**config.mk**
```make
export PLATFORM = sky130hd
export DESIGN_NAME = key_conditioner
export DESIGN_NICKNAME = d
export VERILOG_FILES = /design/src/rtl/key_conditioner.sv
export SDC_FILE = /design/constraint.sdc
export NUM_CORES = 1
export LEC_CHECK = 0
export ABC_AREA = 1
export ABC_CLOCK_PERIOD_IN_PS = 1800
export BUFFER_PORTS_ARGS = -buffer_cell sky130_fd_sc_hd__buf_2
export CAP_MARGIN = 20
export CORE_MARGIN = 2
export CORE_UTILIZATION = 45
export CTS_BUF_LIST = sky130_fd_sc_hd__clkbuf_16
export CTS_CLUSTER_SIZE = 14
export DETAILED_ROUTE_END_ITERATION = 10
export GPL_ROUTABILITY_DRIVEN = 0
export SYNTH_ARGS = -nofsm -noshare
export SYNTH_HDL_FRONTEND = slang
export SYNTH_SLANG_ARGS = --single-unit
```
**constraint.sdc**
```tcl
create_clock -name clk -period 1.8 [get_ports clk]
set_input_delay 0.09 -clock clk [delete_from_list [all_inputs] [get_ports clk]]
set_output_delay 0.09 -clock clk [all_outputs]
set_load 0.02 [all_outputs]
```
**src/rtl/key_conditioner.sv**
```systemverilog
// Push-button conditioner: per-channel 2-flop synchroniser, debounce FSM,
// clean level, one-cycle press/release pulses and an auto-repeat pulse train.
module key_conditioner #(
    parameter int N_SW         = 4,
    parameter bit ACTIVE_LOW   = 1'b1,
    parameter int DEBOUNCE_CYC = 500000,
    parameter int REPEAT_DLY   = 25000000,
    parameter int REPEAT_PER   = 10000000
) (
    input  logic            clk,
    input  logic            rst,
    input  logic [N_SW-1:0] sw_raw,
    output logic [N_SW-1:0] sw_level,
    output logic [N_SW-1:0] sw_press,
    output logic [N_SW-1:0] sw_release,
    output logic [N_SW-1:0] sw_rpt
);

    localparam int RPT_MAX = (REPEAT_DLY > REPEAT_PER) ? REPEAT_DLY : REPEAT_PER;
    localparam int DEB_W   = (DEBOUNCE_CYC > 2) ? $clog2(DEBOUNCE_CYC) : 1;
    localparam int RPT_W   = (RPT_MAX > 2) ? $clog2(RPT_MAX) : 1;

    localparam logic [DEB_W-1:0] DEB_LAST = DEB_W'(DEBOUNCE_CYC - 1);
    localparam logic [RPT_W-1:0] DLY_LAST = RPT_W'(REPEAT_DLY - 1);
    localparam logic [RPT_W-1:0] PER_LAST = RPT_W'(REPEAT_PER - 1);
    localparam logic [DEB_W-1:0] DEB_ONE  = DEB_W'(1);
    localparam logic [RPT_W-1:0] RPT_ONE  = RPT_W'(1);

    typedef enum logic [2:0] {
        IDLE   = 3'd0,
        DEB_P  = 3'd1,
        HELD   = 3'd2,
        REPEAT = 3'd3,
        DEB_R  = 3'd4
    } state_t;

    logic [N_SW-1:0] sync1_q;
    logic [N_SW-1:0] sync2_q;
    logic [N_SW-1:0] s_pressed;

    // Synchronisers park at the released level so reset never looks like a press.
    always_ff @(posedge clk) begin
        if (rst) begin
            sync1_q <= {N_SW{ACTIVE_LOW}};
            sync2_q <= {N_SW{ACTIVE_LOW}};
        end else begin
            sync1_q <= sw_raw;
            sync2_q <= sync1_q;
        end
    end

    assign s_pressed = ACTIVE_LOW ? ~sync2_q : sync2_q;

    generate
        for (genvar gi = 0; gi < N_SW; gi++) begin : g_chan
            state_t             state_q, state_d;
            state_t             ret_q, ret_d;
            logic [DEB_W-1:0]   deb_q, deb_d;
            logic [RPT_W-1:0]   rpt_cnt_q, rpt_cnt_d;
            logic               press_q, press_d;
            logic               release_q, release_d;
            logic               rpt_q, rpt_d;
            logic               s;

            assign s = s_pressed[gi];

            always_ff @(posedge clk) begin
                if (rst) begin
                    state_q   <= IDLE;
                    ret_q     <= HELD;
                    deb_q     <= '0;
                    rpt_cnt_q <= '0;
                    press_q   <= 1'b0;
                    release_q <= 1'b0;
                    rpt_q     <= 1'b0;
                end else begin
                    state_q   <= state_d;
                    ret_q     <= ret_d;
                    deb_q     <= deb_d;
                    rpt_cnt_q <= rpt_cnt_d;
                    press_q   <= press_d;
                    release_q <= release_d;
                    rpt_q     <= rpt_d;
                end
            end

            always_comb begin
                state_d   = state_q;
                ret_d     = ret_q;
                deb_d     = deb_q;
                rpt_cnt_d = rpt_cnt_q;
                press_d   = 1'b0;
                release_d = 1'b0;
                rpt_d     = 1'b0;
                case (state_q)
                    IDLE: begin
                        if (s) begin
                            state_d = DEB_P;
                            deb_d   = DEB_ONE;
                        end
                    end
                    DEB_P: begin
                        if (!s) begin
                            state_d = IDLE;
                            deb_d   = '0;
                        end else if (deb_q == DEB_LAST) begin
                            state_d   = HELD;
                            deb_d     = '0;
                            rpt_cnt_d = '0;
                            press_d   = 1'b1;
                            rpt_d     = 1'b1;
                        end else begin
                            deb_d = deb_q + DEB_ONE;
                        end
                    end
                    HELD, REPEAT: begin
                        if (!s) begin
                            // rpt_cnt is left untouched so a bounce resumes the train in phase
                            state_d = DEB_R;
                            ret_d   = state_q;
                            deb_d   = DEB_ONE;
                        end else if (rpt_cnt_q == ((state_q == HELD) ? DLY_LAST : PER_LAST)) begin
                            state_d   = REPEAT;
                            rpt_cnt_d = '0;
                            rpt_d     = 1'b1;
                        end else begin
                            rpt_cnt_d = rpt_cnt_q + RPT_ONE;
                        end
                    end
                    DEB_R: begin
                        if (s) begin
                            state_d = ret_q;
                            deb_d   = '0;
                        end else if (deb_q == DEB_LAST) begin
                            state_d   = IDLE;
                            deb_d     = '0;
                            rpt_cnt_d = '0;
                            release_d = 1'b1;
                        end else begin
                            deb_d = deb_q + DEB_ONE;
                        end
                    end
                    default: begin
                        state_d   = IDLE;
                        deb_d     = '0;
                        rpt_cnt_d = '0;
                    end
                endcase
            end

            assign sw_level[gi]   = (state_q == HELD) || (state_q == REPEAT) || (state_q == DEB_R);
            assign sw_press[gi]   = press_q;
            assign sw_release[gi] = release_q;
            assign sw_rpt[gi]     = rpt_q;
        end
    endgenerate

endmodule

```
==> results of run 1 <==
==> area by class of cell <==
cell class	instances	area [µm²]
Clock buffer	27	676
Clock inverter	21	195
Fill cell	2532	11000
Inverter	241	940
Multi-Input combinational cell	1403	7190
Sequential cell	220	4440
Tap cell	341	427
Timing Repair Buffer	223	1990
==> synth_stat cells, drive strengths merged, types with 12 or more instances <==
library cell and instances:
xnor2 12, buf 38, a21oi 73, nand2 479, inv 240, nand4 44, nor3 81, nor2 365
xor2 36, or2 13, o21ai 41, nand3 166, dfxtp 220
==> state kept, by name, summed over array words and instances (netlist names) <==
register and count:
sync1_q 4, g_chan.rpt_q 4, g_chan.deb_q 76, g_chan.ret_q 12, g_chan.release_q 4, g_chan.press_q 4
g_chan.rpt_cnt_q 100, sync2_q 4, g_chan.state_q 12
==> worst max-delay path by stage <==
| stage | startpoint | end | slack, ns | depth (start not counted) |
|---|---|---|---|---|
| after global routing | g_chan[1].deb_q[6]$_SDFFE_PP0P_ | g_chan[1].rpt_cnt_q[14]$_SDFFE_PP0P_ | -0.06 | 10 |
| after global placement | g_chan[3].deb_q[0]$_SDFFE_PP0P_ | g_chan[3].deb_q[10]$_SDFFE_PP0P_ | 0.03 | 12 |
| after floorplan | g_chan[0].deb_q[0]$_SDFFE_PP0P_ | g_chan[0].rpt_cnt_q[11]$_SDFFE_PP0P_ | 0.001 | 11 |
| final | g_chan[1].deb_q[6]$_SDFFE_PP0P_ | g_chan[1].rpt_cnt_q[9]$_SDFFE_PP0P_ | 0.05 | 10 |
| after CTS | g_chan[0].deb_q[1]$_SDFFE_PP0P_ | g_chan[0].state_q[2]$_SDFFE_PP0P_ | -0.005 | 10 |
| after detailed placement | g_chan[0].deb_q[1]$_SDFFE_PP0P_ | g_chan[0].rpt_cnt_q[21]$_SDFFE_PP0P_ | -0.03 | 10 |
==> routing by layer <==
| layer | share of wire (%) | routed length, µm |
|---|---|---|
| met5 | 0 | 0 |
| met3 | 3.9 | 1290 |
| met4 | 2.6 | 850 |
| met1 | 48 | 15800 |
| met2 | 45 | 14900 |
==> power groups by stage <==
stage | logic, mW | clock network [mW] | registers [mW]
CTS | 5.66 | 5.54 | 5.33
global placement | 5.58 | 0 | 5.43
global route | 7.51 | 5.74 | 5.47
floorplan | 3.22 | 0 | 5.47
detailed placement | 5.61 | 0 | 5.44
finish | 6.88 | 5.39 | 5.43
==> logic make-up (layout without fill, tap and decap cells) <==
group	Yosys count	count (layout)	synth area share [%]
compound gates	176	176	8.78
buf+inv	288	512	9.78
simple gates	1171	1171	41.1
fa+ha+maj	8	8	0.820
xor+xnor	48	48	3.44
flops	220	220	36.1
==> worst max-delay path, stage by stage (launching register included) <==
cell and delay (ns):
dfxtp_2 0.32, nor2_2 0.11, nand3_1 0.09, nor2_2 0.18, nand3_2 0.14, buf_6 0.14
a21boi_4 0.22, nand2_2 0.11, nand2_4 0.12, clkbuf_16 0.17, a21oi_2 0.03
==> repair_timing <==
item,4_1_cts,5_1_grt
gates cloned,0,14
resized for setup,4,200
hold endpoints to repair,16,0
buffers inserted,1,14
endpoints found under the setup margin,71,177
pin swaps,1,40
hold buffers,5,0
==> flow_summary.ini, run 1 <==
[outcome]
status = complete, no violations

[power_and_ir_drop]
p_leak_nw = 6.43
p_comb_share_pct = 38.9
p_sw_share_pct = 35.7
clkPwrFrac_pct = 30.4
totalPowerFinal_mw = 17.7
p_sw_mw = 6.31
irDropWorstVdd_v = 0.000654
intPower_mw = 11.4
pwr-share-seq_pct = 30.7
powerDensity_nw_per_um2 = 1120

[timing]
hold_viol_final = 0
skew_ns = 0.0109
period_needed_ns = 1.75
fmax_ghz = 0.572
rsz0062_at_grt = true
hold_slack_ns = 0.283
setup_viol = 0
finalMaxSlewViolations = 0
relSlewSlack_pct = 68.9
tightest_slew_ns = 0.466
post-route-period-util_pct = 97.2
tns_ns = 0
setup_ws_ns = 0.0508

[yosys]
synth_top_area_cell = dfxtp_1
synth_cell_types = 54
syn_avg_cell_area_um2 = 6.39
syn-num-nets = 1925
synthArstFlopShare_pct = 0
netlist_area_um2 = 12200
synth_cells = 1911
ys_seq_area_share_pct = 36.1
synth_seq_cells = 220
synth_area_leaders = dfxtp_1, nand2_1, nor2_1, nand3_1, inv_1
synth_top_area_share_pct = 36.1
ys_warn_count = 0
synth_ff_type = dfxtp_1
synth_edf_count = 0

[setup_path]
r2r-end = g_chan[1].rpt_cnt_q[9]$_SDFFE_PP0P_
crit_path_end_kind = flop
timing.rr.start = g_chan[1].deb_q[6]$_SDFFE_PP0P_
cp_data_arrival_time_ns = 2.17
crit_type = reg -> reg
startpoint_type = flop
ff2ff_path_depth = 10
worstPathRequired_ns = 2.22
crit_fanout = 7
rrSetupSlack_ns = 0.05

[hold_path]
holdPathEnd = sync1_q[0]$_SDFF_PP1_
holdPathStages = 3
hp-class = in -> reg
worstHoldStart = sw_raw[0]

[cells_and_area]
drive_above_1_share_pct = 21.9
fin_util_pct = 59.1
antennaDiodeCount = 0
stdcell_count = 2476
layout_commonest_cell = nand2_1
area_growth_pct = 29.7
finalInstanceArea_um2 = 15800
final_nets = 2130
mostFrequentLayoutCells = nand2_1, nor2_1, inv_1

[routing]
ant_nets = 0
via_per_inst = 5.08
wirelength_um = 32800
drc_errors = 0
dr.first_iter.drc_count = 845
firstDrtPassIters = 5
route.vias.total = 12600
wl_per_cell_um = 13.3

[die]
die_width_um = 169
initial_core_util_pct = 45.6
core_area_um2 = 26800
ioPinCount = 22
fp.dieH_um = 169
num_rows = 60
die_area_um2 = 28500

[global_route]
antenna_found_initial = 0
overflow = 0
grt_pass1_vias = 11400
grt_use_met3_pct = 2.71
use_met1_pct = 29.6
met2_usage_pct = 35.7
grt_pass1_wl_um = 52400
grt_max_degree = 27
busiest_layer = met2
grt_usage_pct = 21.5

[clock_network]
cts.clk_slew.worst_paths_ns = 0.06
cts_buffers = 27
clk_path_buf_depth = 3
clkLatencyLatePin_ns = 0.53
cts_sinks = 220
cts_tree = built
ctsHtreeMaxLevel = 1
root_buffer = clkbuf_16

[place]
dp_hpwl_um = 22500
placed_cells = 2394
port_buffers = 21
dpl_cell_area_um2 = 13900
preCtsSetupSlack_ns = -0.0277

[flow_run]
drv_cap = 0
Note: power is estimated with default switching activity, not from simulation.
==> inputs of run 2 (changes only) <==
--- a/config.mk
+++ b/config.mk
@@ -9,12 +9,14 @@
 export ABC_CLOCK_PERIOD_IN_PS = 1800
 export BUFFER_PORTS_ARGS = -buffer_cell sky130_fd_sc_hd__buf_2
 export CAP_MARGIN = 20
+export CORE_ASPECT_RATIO = 1.4
 export CORE_MARGIN = 2
 export CORE_UTILIZATION = 45
 export CTS_BUF_LIST = sky130_fd_sc_hd__clkbuf_16
 export CTS_CLUSTER_SIZE = 14
 export DETAILED_ROUTE_END_ITERATION = 10
 export GPL_ROUTABILITY_DRIVEN = 0
+export PLACE_DENSITY_LB_ADDON = 0.05
 export SYNTH_ARGS = -nofsm -noshare
 export SYNTH_HDL_FRONTEND = slang
 export SYNTH_SLANG_ARGS = --single-unit
==> flow_summary.ini, run 2 (same netlist as run 1, synthesis figures left out) <==
[timing]
hold_viol_final = 0
finalMaxSlewViolations = 0
period_needed_ns = 1.78
fmax_ghz = 0.563
setup_viol = 0
tightest_slew_ns = 0.422
relSlewSlack_pct = 71.7
post-route-period-util_pct = 98.7
skew_ns = 0.0123
rsz0062_at_grt = true

[setup_path]
timing.rr.start = g_chan[1].deb_q[6]$_SDFFE_PP0P_
crit_path_end_kind = flop
crit_type = reg -> reg
max_stage_delay_ns = 0.32
crit_fanout = 4
startpoint_type = flop
worstPathRequired_ns = 2.24
crit_chain = nor2_1 -> nand3_1 -> nor2_4 -> nand3_4 -> buf_6 -> a21boi_4 -> nand2_2 -> nand2_4 -> clkbuf_16 -> nor2_2
startpoint = g_chan[1].deb_q[6]$_SDFFE_PP0P_
cp_slowest_cell = dfxtp_2
critPathBufInv = 2
critical-path-top-delay-family = simple AND/OR/NAND/NOR gates
cp_data_arrival_time_ns = 2.22

[die]
die_area_um2 = 28500
initial_core_util_pct = 45.5
num_rows = 71
die_width_um = 143
ioPinCount = 22
fp.dieH_um = 199
core_area_um2 = 26800

[clock_network]
clkLatencyLatePin_ns = 0.54
clk_path_buf_depth = 3
ctsHtreeMaxLevel = 1
root_buffer = clkbuf_16
cts.clk_slew.worst_paths_ns = 0.06
cts_sinks = 220
cts_tree = built
cts_buffers = 26

[routing]
dr.first_iter.drc_count = 527
route.vias.total = 12800
via_per_inst = 5.11
firstDrtPassIters = 6
ant_nets = 0
wl_per_cell_um = 13.5
drc_errors = 0
wirelength_um = 33900

[global_route]
grt_usage_pct = 23.0
grt_pass1_vias = 12200
overflow = 0
grt_pass1_wl_um = 54300
antenna_found_initial = 0
grt_max_degree = 38

[hold_path]
worstHoldStart = rst
hp-class = in -> reg

[place]
port_buffers = 21
dp_hpwl_um = 24000
placed_cells = 2427

[cells_and_area]
stdcell_count = 2508
layout_commonest_cell = nand2_1
top_register = g_chan.rpt_cnt_q
mostFrequentLayoutCells = nand2_1, nor2_1, inv_1
antennaDiodeCount = 0
largest_reg_flops = 100
final_nets = 2138
drive_above_1_share_pct = 23.1
area_growth_pct = 31.0
fillCellCount = 2615
reg_top3 = g_chan.rpt_cnt_q x100, g_chan.deb_q x76

[power_and_ir_drop]
p_leak_nw = 6.49
powerDensity_nw_per_um2 = 1120
irDropWorstVdd_v = 0.000809
totalPowerFinal_mw = 17.9

[outcome]
status = complete, no violations

[flow_run]
drv_cap = 0
-- run 2: changes by cell type in the layout (fill, tap and decap cells not counted), moves of 5 or more --
| cell | before | now |
|---|---|---|
| buf_4 | 168 | 179 |
| nor2_4 | 18 | 26 |
| nand2_2 | 30 | 36 |
| o21ai_0 | 19 | 25 |
| inv_1 | 217 | 212 |
-- run 2: final timing paths --
path | endpoint | slack (ns) | cells after the start
max reg2reg | g_chan[1].rpt_cnt_q[10]$_SDFFE_PP0P_ | 0.02 | 10
min reg2reg | sync2_q[0]$_SDFF_PP1_ | 0.41 | 1
min | g_chan[2].deb_q[16]$_SDFFE_PP0P_ | 0.05 | 3
max | g_chan[1].rpt_cnt_q[10]$_SDFFE_PP0P_ | 0.02 | 10
-- run 2: per-stage QoR --
stage / setup slack [ns] / TNS, ns / instance area, µm² / hold slack [ns] / util, %
6_report: 0.0235 / 0 / 16000 / 0.0464 / 59.6
2_1_floorplan: 0.00140 / 0 / 12200 / 0.194 / -
3_5_place_dp: -0.0518 / -1.33 / 14000 / 0.279 / 52.0
3_3_place_gp: -0.00932 / -0.0141 / 14000 / 0.275 / 52.0
4_1_cts: 0.00327 / 0 / 15100 / 0.0302 / 56.3
5_1_grt: -0.0574 / -1.46 / 16000 / 0.0496 / 59.6
-- run 2: where the power goes --
group          internal, mW  total [mW]  switching (mW)
combinational          2.90        6.72            3.83
sequential             5.18        5.46           0.277
clock                  3.57        5.74            2.17
-- run 2: final cells by class --
cell class              instances  area (µm²)  area share, %
well taps                     365         457           2.86
flip-flops and latches        220        4440           27.8
clock inverters                20         253           1.58
clock buffers                  27         676           4.22
repair buffers                232        2010           12.6
multi-input cells            1403        7230           45.2
inverters                     241         920           5.75
-- run 2: metal layers --
layer / vias to the layer above / track usage (%) / part of all wire (%) / wire (µm)
li1: 6560 / - / - / -
met1: 5893 / 24.5 / 39 / 13300
met2: 263 / 45.0 / 53 / 18100
met3: 109 / 2.62 / 3.3 / 1120
met4: 0 / 9.44 / 4.2 / 1410
met5: - / 0 / 0 / 0
-- run 2: what timing repair did --
action	CTS	global route
setup buffers	8	14
endpoints found under the setup margin	90	178
pin swaps	4	54
hold buffers	4	0
gates resized for setup	20	197
cloned	1	8
hold endpoints to repair	4	0
-- run 2: worst register-to-register path, cell delays in order (launching register included) --
cell and delay (ns):
dfxtp_2 0.32, nor2_1 0.11, nand3_1 0.13, nor2_4 0.19
nand3_4 0.11, buf_6 0.13, a21boi_4 0.24, nand2_2 0.11
nand2_4 0.13, clkbuf_16 0.17, nor2_2 0.04
==> inputs of run 3 (changes only) <==
--- a/config.mk
+++ b/config.mk
@@ -10,7 +10,6 @@
 export BUFFER_PORTS_ARGS = -buffer_cell sky130_fd_sc_hd__buf_2
 export CAP_MARGIN = 20
 export CORE_ASPECT_RATIO = 1.4
-export CORE_MARGIN = 2
 export CORE_UTILIZATION = 45
 export CTS_BUF_LIST = sky130_fd_sc_hd__clkbuf_16
 export CTS_CLUSTER_SIZE = 14
==> flow_summary.ini, run 3 (same netlist as run 1, synthesis figures left out) <==
[outcome]
status = complete, no violations

[flow_run]
drv_cap = 0

[setup_path]
worstPathRequired_ns = 2.21
rrSetupSlack_ns = 0.06
r2r-end = g_chan[1].rpt_cnt_q[8]$_SDFFE_PP0P_
crit_path_end_kind = flop
startpoint_type = flop
crit_fanout = 8
cp_data_arrival_time_ns = 2.14
ff2ff_path_depth = 10
crit_type = reg -> reg
startpoint = g_chan[1].deb_q[6]$_SDFFE_PP0P_
timing.rr.start = g_chan[1].deb_q[6]$_SDFFE_PP0P_

[cells_and_area]
fillCellCount = 2583
final_nets = 2122
fin_util_pct = 58.6
mostFrequentLayoutCells = nand2_1, nor2_1, inv_1
layout_commonest_cell = nand2_1
antennaDiodeCount = 0
top_register = g_chan.rpt_cnt_q
drive_above_1_share_pct = 21.7
area_growth_pct = 28.3
largest_reg_flops = 100
reg_top3 = g_chan.rpt_cnt_q x100, g_chan.deb_q x76

[clock_network]
cts_tree = built
clk_path_buf_depth = 3
cts_sinks = 220
cts_buffers = 24
root_buffer = clkbuf_16
clkLatencyLatePin_ns = 0.52
ctsHtreeMaxLevel = 1
cts.clk_slew.worst_paths_ns = 0.06

[timing]
finalMaxSlewViolations = 0
rsz0062_at_grt = true
period_needed_ns = 1.74
fmax_ghz = 0.576
tightest_slew_ns = 0.497
setup_viol = 0
tns_ns = 0
relSlewSlack_pct = 66.9
hold_viol_final = 0
skew_ns = 0.0125
post-route-period-util_pct = 96.5

[power_and_ir_drop]
p_comb_share_pct = 39.2
p_sw_mw = 6.06
powerDensity_nw_per_um2 = 1090
p_leak_nw = 6.35
intPower_mw = 11.0
pwr-share-seq_pct = 31.9
irDropWorstVdd_v = 0.000984
clkPwrFrac_pct = 28.9
p_sw_share_pct = 35.5

[global_route]
overflow = 0
grt_max_degree = 48
antenna_found_initial = 0
grt_pass1_vias = 11900
grt_pass1_wl_um = 53600
grt_usage_pct = 23.1

[routing]
dr.max_layer_used = met4
route.vias.total = 12600
wl_met1_um = 13400
ant_nets = 0
via_per_inst = 5.08
wl_per_cell_um = 13.3
wirelength_um = 33100
firstDrtPassIters = 7
drc_errors = 0
dr_wl_met2_um = 17700
dr.first_iter.drc_count = 544
wl_met3_um = 1060

[die]
die_area_um2 = 27800
initial_core_util_pct = 45.7
die_width_um = 141
num_rows = 71
fp.dieH_um = 197
core_area_um2 = 26700
ioPinCount = 22

[hold_path]
holdPathStages = 4
worstHoldStart = rst
holdPathEnd = g_chan[2].ret_q[1]$_SDFFE_PP1P_
hp-class = in -> reg

[place]
dp_hpwl_um = 23500
port_buffers = 21
## run 3: cell count changes in the layout (fill, tap and decap cells not counted), moves of 4 or more
cell,change
o21ai_0,-4
nor2_2,-7
nor2_1,+8
o21ai_1,+4
buf_12,-5
nor3_2,+4
buf_4,-15
## run 3: routing by layer
layer	vias to the layer above	track usage [%]
met1	5813	25.0
li1	6529	-
met2	227	45.3
met3	80	2.82
met5	-	0
met4	0	8.21
## run 3: repair_timing
action | in CTS | in global routing
hold buffers | 4 | 0
endpoints found under the setup margin | 72 | 174
gates resized for setup | 16 | 196
buffers inserted | 0 | 12
cloned | 0 | 9
pin swaps | 1 | 44
hold endpoints to repair | 4 | 0
## run 3: through the flow
step / hold WS (ns) / power (mW) / area (µm²) / worst slack (ns) / instances
after global placement: 0.275 / 11.1 / 13900 / -0.0713 / 2422
after global routing: 0.0416 / 18.1 / 15700 / -0.0539 / 2490
after floorplan: 0.194 / 8.69 / 12200 / 0.00140 / 1911
after CTS: 0.0142 / 16.2 / 14700 / 0.000618 / 2469
after detailed placement: 0.278 / 11.1 / 13900 / -0.0642 / 2422
final: 0.0343 / 17.1 / 15700 / 0.0627 / 2490
## run 3: area by class of cell
| type | instances | area (µm²) | share of cell area [%] |
|---|---|---|---|
| Multi-Input combinational cell | 1403 | 7210 | 46.0 |
| Clock inverter | 18 | 153 | 0.974 |
| Sequential cell | 220 | 4440 | 28.3 |
| Tap cell | 365 | 457 | 2.91 |
| Clock buffer | 25 | 626 | 3.99 |
| Inverter | 241 | 922 | 5.88 |
| Timing Repair Buffer | 218 | 1870 | 11.9 |
## run 3: power by group through the flow
stage,Combinational (mW),Sequential (mW),Clock (mW)
after global placement,5.63,5.46,0
after detailed placement,5.65,5.47,0
after global routing,7.32,5.48,5.31
final,6.70,5.45,4.93
after floorplan,3.22,5.47,0
after CTS,5.74,5.37,5.10
## run 3: worst max path at each step
stage                                           endpoint  slack (ns)  cells after the start
global placement       g_chan[3].state_q[1]$_SDFFE_PP0P_       -0.07                     12
finish               g_chan[1].rpt_cnt_q[8]$_SDFFE_PP0P_        0.06                     10
CTS                  g_chan[2].rpt_cnt_q[0]$_SDFFE_PP0P_      0.0006                     11
floorplan           g_chan[0].rpt_cnt_q[11]$_SDFFE_PP0P_       0.001                     11
global route        g_chan[0].rpt_cnt_q[21]$_SDFFE_PP0P_       -0.05                      9
detailed placement     g_chan[3].state_q[1]$_SDFFE_PP0P_       -0.06                     12
## run 3: critical path, stage by stage (launching register included)
cell and delay [ns]:
dfxtp_2 0.33, nor2_4 0.11, nand3_2 0.09, nor2_4 0.14
nand3_2 0.12, buf_6 0.14, a21boi_4 0.22, nand2_2 0.11
nand2_4 0.13, clkbuf_16 0.19, nor2_1 0.04
